<file path="src/rtl/va_req_gen.sv">
// va_req_gen: per-input-VC request generator and VC state controller.
// Walks one packet through IDLE -> RC -> VA -> ACTIVE, raises a one-hot
// output-VC request towards the VC allocator while in VA, and holds the
// granted output port/VC until the tail flit leaves.
//
// Ports:
//   clk, rst      clock, synchronous active-high reset
//   head_valid    head flit present at the front of this input VC
//   route_valid   route computation result valid
//   route_port    output port from route computation
//   out_vc_avail  availability of every output VC, bit p*V+v
//   vc_granted    VC allocator grant for this input VC
//   tail_sent     tail flit won switch traversal this cycle
//   req_vc        one-hot (or zero) output-VC request, bit p*V+v
//   state         IDLE=0, RC=1, VA=2, ACTIVE=3
//   alloc_port    allocated output port
//   alloc_vc      allocated output VC
//   vc_active     state == ACTIVE
//   route_err     sticky flag for route_port >= N
module va_req_gen #(
    parameter int unsigned N  = 5,
    parameter int unsigned V  = 4,
    parameter int unsigned PW = $clog2(N),
    parameter int unsigned VW = $clog2(V)
) (
    input  logic            clk,
    input  logic            rst,
    input  logic            head_valid,
    input  logic            route_valid,
    input  logic [PW-1:0]   route_port,
    input  logic [N*V-1:0]  out_vc_avail,
    input  logic            vc_granted,
    input  logic            tail_sent,
    output logic [N*V-1:0]  req_vc,
    output logic [1:0]      state,
    output logic [PW-1:0]   alloc_port,
    output logic [VW-1:0]   alloc_vc,
    output logic            vc_active,
    output logic            route_err
);

    typedef enum logic [1:0] {
        IDLE   = 2'd0,
        RC     = 2'd1,
        VA     = 2'd2,
        ACTIVE = 2'd3
    } state_t;

    state_t          state_q;
    state_t          state_d;
    logic [PW-1:0]   port_d;
    logic [VW-1:0]   vc_d;
    logic [VW-1:0]   rr_ptr;
    logic [VW-1:0]   rr_d;
    logic            err_d;

    logic [V-1:0]    cand;
    logic [V-1:0]    onehot;
    logic            found;
    logic [VW-1:0]   sel;
    logic            port_ok;
    int unsigned     idx;

    // Compare at 32 bits so a port width that exactly fits N cannot alias.
    assign port_ok = (32'(alloc_port) < N);

    // Availability slice of the latched output port.
    always_comb begin
        cand = '0;
        for (int unsigned p = 0; p < N; p++) begin
            if (32'(alloc_port) == p) begin
                cand = out_vc_avail[p*V +: V];
            end
        end
    end

    // Round-robin pick: first available VC at or after rr_ptr, wrapping at V.
    always_comb begin
        found = 1'b0;
        sel   = '0;
        idx   = 0;
        for (int unsigned i = 0; i < V; i++) begin
            idx = 32'(rr_ptr) + i;
            if (idx >= V) begin
                idx = idx - V;
            end
            if (!found && cand[VW'(idx)]) begin
                found = 1'b1;
                sel   = VW'(idx);
            end
        end
    end

    // Request is placed only in the latched port's slice, so it is never multi-hot.
    always_comb begin
        onehot = '0;
        req_vc = '0;
        for (int unsigned v = 0; v < V; v++) begin
            onehot[v] = (32'(sel) == v);
        end
        if (state_q == VA && found && port_ok) begin
            for (int unsigned p = 0; p < N; p++) begin
                if (32'(alloc_port) == p) begin
                    req_vc[p*V +: V] = onehot;
                end
            end
        end
    end

    // Next-state and next-register values.
    always_comb begin
        state_d = state_q;
        port_d  = alloc_port;
        vc_d    = alloc_vc;
        rr_d    = rr_ptr;
        err_d   = route_err;
        case (state_q)
            IDLE: begin
                if (head_valid) begin
                    state_d = RC;
                end
            end
            RC: begin
                if (route_valid) begin
                    port_d  = route_port;
                    state_d = VA;
                    if (32'(route_port) >= N) begin
                        err_d = 1'b1;
                    end
                end
            end
            VA: begin
                // A bad port has no escape: only reset leaves this state.
                if (!port_ok) begin
                    err_d = 1'b1;
                end else if (vc_granted && found) begin
                    vc_d    = sel;
                    rr_d    = (32'(sel) == V - 1) ? '0 : sel + VW'(1);
                    state_d = ACTIVE;
                end
            end
            ACTIVE: begin
                if (tail_sent) begin
                    state_d = IDLE;
                end
            end
            default: state_d = IDLE;
        endcase
    end

    // State and allocation registers.
    always_ff @(posedge clk) begin
        if (rst) begin
            state_q    <= IDLE;
            alloc_port <= '0;
            alloc_vc   <= '0;
            rr_ptr     <= '0;
            route_err  <= 1'b0;
        end else begin
            state_q    <= state_d;
            alloc_port <= port_d;
            alloc_vc   <= vc_d;
            rr_ptr     <= rr_d;
            route_err  <= err_d;
        end
    end

    assign state     = state_q;
    assign vc_active = (state_q == ACTIVE);

endmodule

</file>
<file path="config.mk">
export PLATFORM = sky130hd
export DESIGN_NAME = va_req_gen
export DESIGN_NICKNAME = d
export VERILOG_FILES = /design/src/rtl/va_req_gen.sv
export SDC_FILE = /design/constraint.sdc
export NUM_CORES = 1
export LEC_CHECK = 0
export ABC_AREA = 0
export CAP_MARGIN = 20
export CORE_MARGIN = 4
export CORE_UTILIZATION = 37
export DETAILED_ROUTE_END_ITERATION = 10
export GPL_TIMING_DRIVEN = 1
export HOLD_SLACK_MARGIN = 0.05
export PLACE_DENSITY = 0.8
export SLEW_MARGIN = 20
export SYNTH_ARGS = -nofsm -noshare
export SYNTH_HDL_FRONTEND = slang
export SYNTH_SLANG_ARGS = --single-unit
</file>
<file path="constraint.sdc">
create_clock -name clk -period 3.45 [get_ports clk]
set_input_delay 0.69 -clock clk [delete_from_list [all_inputs] [get_ports clk]]
set_output_delay 0.69 -clock clk [all_outputs]
set_load 0.01 [all_outputs]
</file>
==> metrics.md <==
| Metric | Value |
|---|---|
| 1st-iter DRT viols | `46` |
| Yosys cell types | `32` |
| Max cap viols | `0` |
| Setup violators final | `0` |
| Slew HR | `0.5737` |
| TritonCTS buffer count | `3` |
| Clock slew at reported path FFs | `70 ps` |
| CORE AREA | `2455 sq um` |
| Detailed Place HPWL | `2604 um` |
| FF-to-FF End | `rr_ptr[1]` |
| Worst Hold End | `route_err` |
| YS warnings | `0` |
| Die ar. | `3422 sq um` |
| DRC Markers | `0` |
| Post-synth EDFFs | `0` |
| Crit Path Category | `in -> out` |
| Critical path data arrival time | `2710 ps` |
| Longest Clk Path Bufs | `2` |
| FF-to-FF setup slack | `1110 ps` |
| Seq/Total Area, Yosys | `0.2122` |
| DRT Pass-1 Iters | `4` |
| Vias | `1321` |
| Flop pwr share | `0.184` |
| Root buffer cell | `clkbuf_4` |
| CP endpoint kind | `primary output` |
| Syn_area_per_cell | `6.937 sq um` |
| Hold Crit Class | `reg -> reg` |
| Starting Density | `0.3843` |
| Grt ovf | `0` |
| CP Launch Type | `input pin` |
| Max Freq | `293.9 MHz` |
| Pin count of the biggest net entering global routing | `14` |
| CP peak stage delay | `470 ps` |
| Final ANT Viol Nets | `0` |
| P per Cell Area | `538.4 nW/um^2` |
| Number of port buffers | `57` |
| Clk_lat worst skew | `270 ps` |
| Area growth syn-to-layout | `92.71%` |
| Final min period | `3402 ps` |
| Synthesized instance count | `136` |
| Length in cells of the worst reg-to-reg path | `10` |
| Hold_buf cts | `0` |
| Cells along the critical path | `clkdlybuf4s50_1 -> mux2i_1 -> o211ai_1 -> nand2_2 -> a211oi_2 -> a221oi_2 -> buf_4 -> nand2_4 -> ha_4 -> nand2_4 -> nor2_1 -> buf_2` |
| Placed cell areas | `1612 sq um` |
| Reg area | `201.4 sq um` |
| Mapped Nets | `173` |
| Crit Path Max Fanout | `5` |
| Height of the die | `58.50 um` |
| Area of the mapped netlist | `943.4 sq um` |
| Row cnt | `18` |
| Hold depth | `2` |
| Hold_ws | `465.2 ps` |
| First-pass GRT wire length | `5237 um` |
| VDD IR max | `0.4438 mV` |
| # IOs | `58` |
| Synth Register Bits | `10` |
| Post-route cell area | `1818 sq um` |
| Slowest cell on crit path | `clkdlybuf4s50_1` |
| Gr usage total | `0.1890` |
| Worst Path Required | `2760 ps` |
| # nets final | `251` |
| Dominant cell type by count on the critical path | `nand2_4` |
| Filler cells | `184` |
| Die Wd | `58.50 um` |
| Async SR Flop Fraction | `0` |
| Synth top area cells | `dfxtp_1 (21%), ha_1 (11%), nor2_1 (9.5%), mux2i_1 (8.5%), nand2_1 (7.2%)` |
| Footprint of the multi-input gates | `864.6 sq um` |
| H-tree depth | `1` |
| ANT cells | `0` |
| Cell Int Power | `541.3 uW` |
| Via count of the first global-routing pass | `1171` |
| Initial antenna violation count | `0` |
| Slew @ Worst Pin | `636.5 ps` |
| Most common cell in the netlist | `nor2_1` |
| CTS tree | `yes` |
| Logic pwr share | `0.733` |
| Clk sinks | `10` |
| Net Switching | `437.6 uW` |
| Reg2reg start | `alloc_port[0]` |
| Placer congestion estimate | `0.8560` |
| Wire per inst | `15.95 um` |
| Lkg Pwr | `0.8194 nW` |
| Predominant post-synthesis flop cell | `dfxtp_1` |
| Skew final | `6.364 ps` |
| Clock Power Share | `0.083` |
| Tot Pwr | `978.9 uW` |
| Fraction of layout cells with a size suffix above 1 | `0.3585` |
| Routed Wire Length | `3861 um` |
| Top cells by count, synth | `nor2_1 (24), nand2_1 (18), dfxtp_1 (10)` |
| Sw frac | `0.4470` |
| Final Hold Violating Endpoints | `0` |
| Hold path start | `route_err` |
| Via-to-Cell Ratio | `5.459` |
| Status | `completed` |
| Period Utilization, post-route | `0.9861` |
| Final slew viol count | `0` |
| Biggest area consumer among synthesized cells | `dfxtp_1` |
| Synth top area share | `0.2122` |
-- final cells by class --
type | count | share of cell area
multi-input combinational | 111 | 0.4756
tap | 30 | 0.02065
timing repair buffer | 78 | 0.3586
clock buffer | 3 | 0.01239
inverter | 10 | 0.02202
sequential | 10 | 0.1108
-- worst max path at each step --
stage | startpoint | endpoint | slack (ps) | depth (start not counted)
after global routing | out_vc_avail[18] | req_vc[7] | -40 | 11
after detailed placement | out_vc_avail[3] | req_vc[11] | -590 | 11
final | out_vc_avail[2] | req_vc[2] | 50 | 12
after CTS | out_vc_avail[3] | req_vc[6] | -100 | 13
after global placement | out_vc_avail[7] | req_vc[7] | -540 | 11
after floorplan | out_vc_avail[7] | req_vc[10] | 280 | 9
-- cells by family (layout without fill, tap and decap cells) --
logic type	count (synthesis)	count (layout)	share of synthesized area
simple gates	62	62	0.2958
compound gates	33	33	0.2295
buf+inv	15	91	0.07161
flops	10	10	0.2122
fa+ha+maj	8	8	0.1061
mux	8	8	0.08488
-- power by group through the flow --
stage	combinational, mW	sequential (mW)	clock, mW
5_1_grt	0.773	0.186	0.0866
3_3_place_gp	0.470	0.175	0
2_1_floorplan	0.274	0.177	0
3_5_place_dp	0.485	0.177	0
6_report	0.718	0.180	0.0808
4_1_cts	0.537	0.175	0.0781
-- per-stage QoR --
stage                     instances  utilization  setup TNS [ps]  worst slack (ps)
final                           242       0.7406               0             48.01
after global routing            242       0.7406          -263.0            -42.43
after detailed placement        230       0.6565          -10550            -589.3
after global placement          230       0.6565           -9615            -539.7
after CTS                       237       0.6585          -383.7            -98.87
after floorplan                 136            -               0             278.7
-- critical path, delay by kind of cell --
| family | cells | cell delay, ps |
|---|---|---|
| buffers and inverters | 3 | 790 |
| AOI/OAI and AO/OA | 3 | 600 |
| muxes | 1 | 80 |
| and+or+nand+nor | 4 | 400 |
| adders and majority gates | 1 | 140 |
-- per-layer routing --
| layer | vias to the layer above | routed length [um] | global-route usage |
|---|---|---|---|
| met5 | - | 0 | 0 |
| met4 | 0 | 40 | 0.02649 |
| met3 | 6 | 299 | 0.04167 |
| met2 | 46 | 2031 | 0.3397 |
| met1 | 635 | 1489 | 0.2337 |
| li1 | 634 | - | - |
-- layout by cell type (no fill, tap or decap), types with 4 or more instances in the layout --
cell             netlist  layout
nor2_2                 0       4
buf_4                  1      18
nor2_1                24      19
nand3_1                7       6
nand2_1               18      11
buf_2                  0      20
nand3b_1               4       4
dlymetal6s2s_1         0       5
clkdlybuf4s50_1        0      32
a21oi_1                7       6
nand2_4                0       5
dfxtp_1               10       9
ha_1                   8       4
ha_4                   0       4
mux2i_1                8       8
inv_1                  9       8
-- flip-flops by register name, summed over array words and instances, names as in the netlist --
signal / count
route_err: 1
alloc_vc: 2
state: 2
alloc_port: 3
rr_ptr: 2
-- repair_timing --
item | 4_1_cts | 5_1_grt
buffers inserted | 4 | 5
setup endpoints to repair | 20 | 20
gates resized for setup | 87 | 51
endpoints found under the hold margin | 0 | 0
pin swaps | 7 | 18
(Power assumes the default switching activity.)
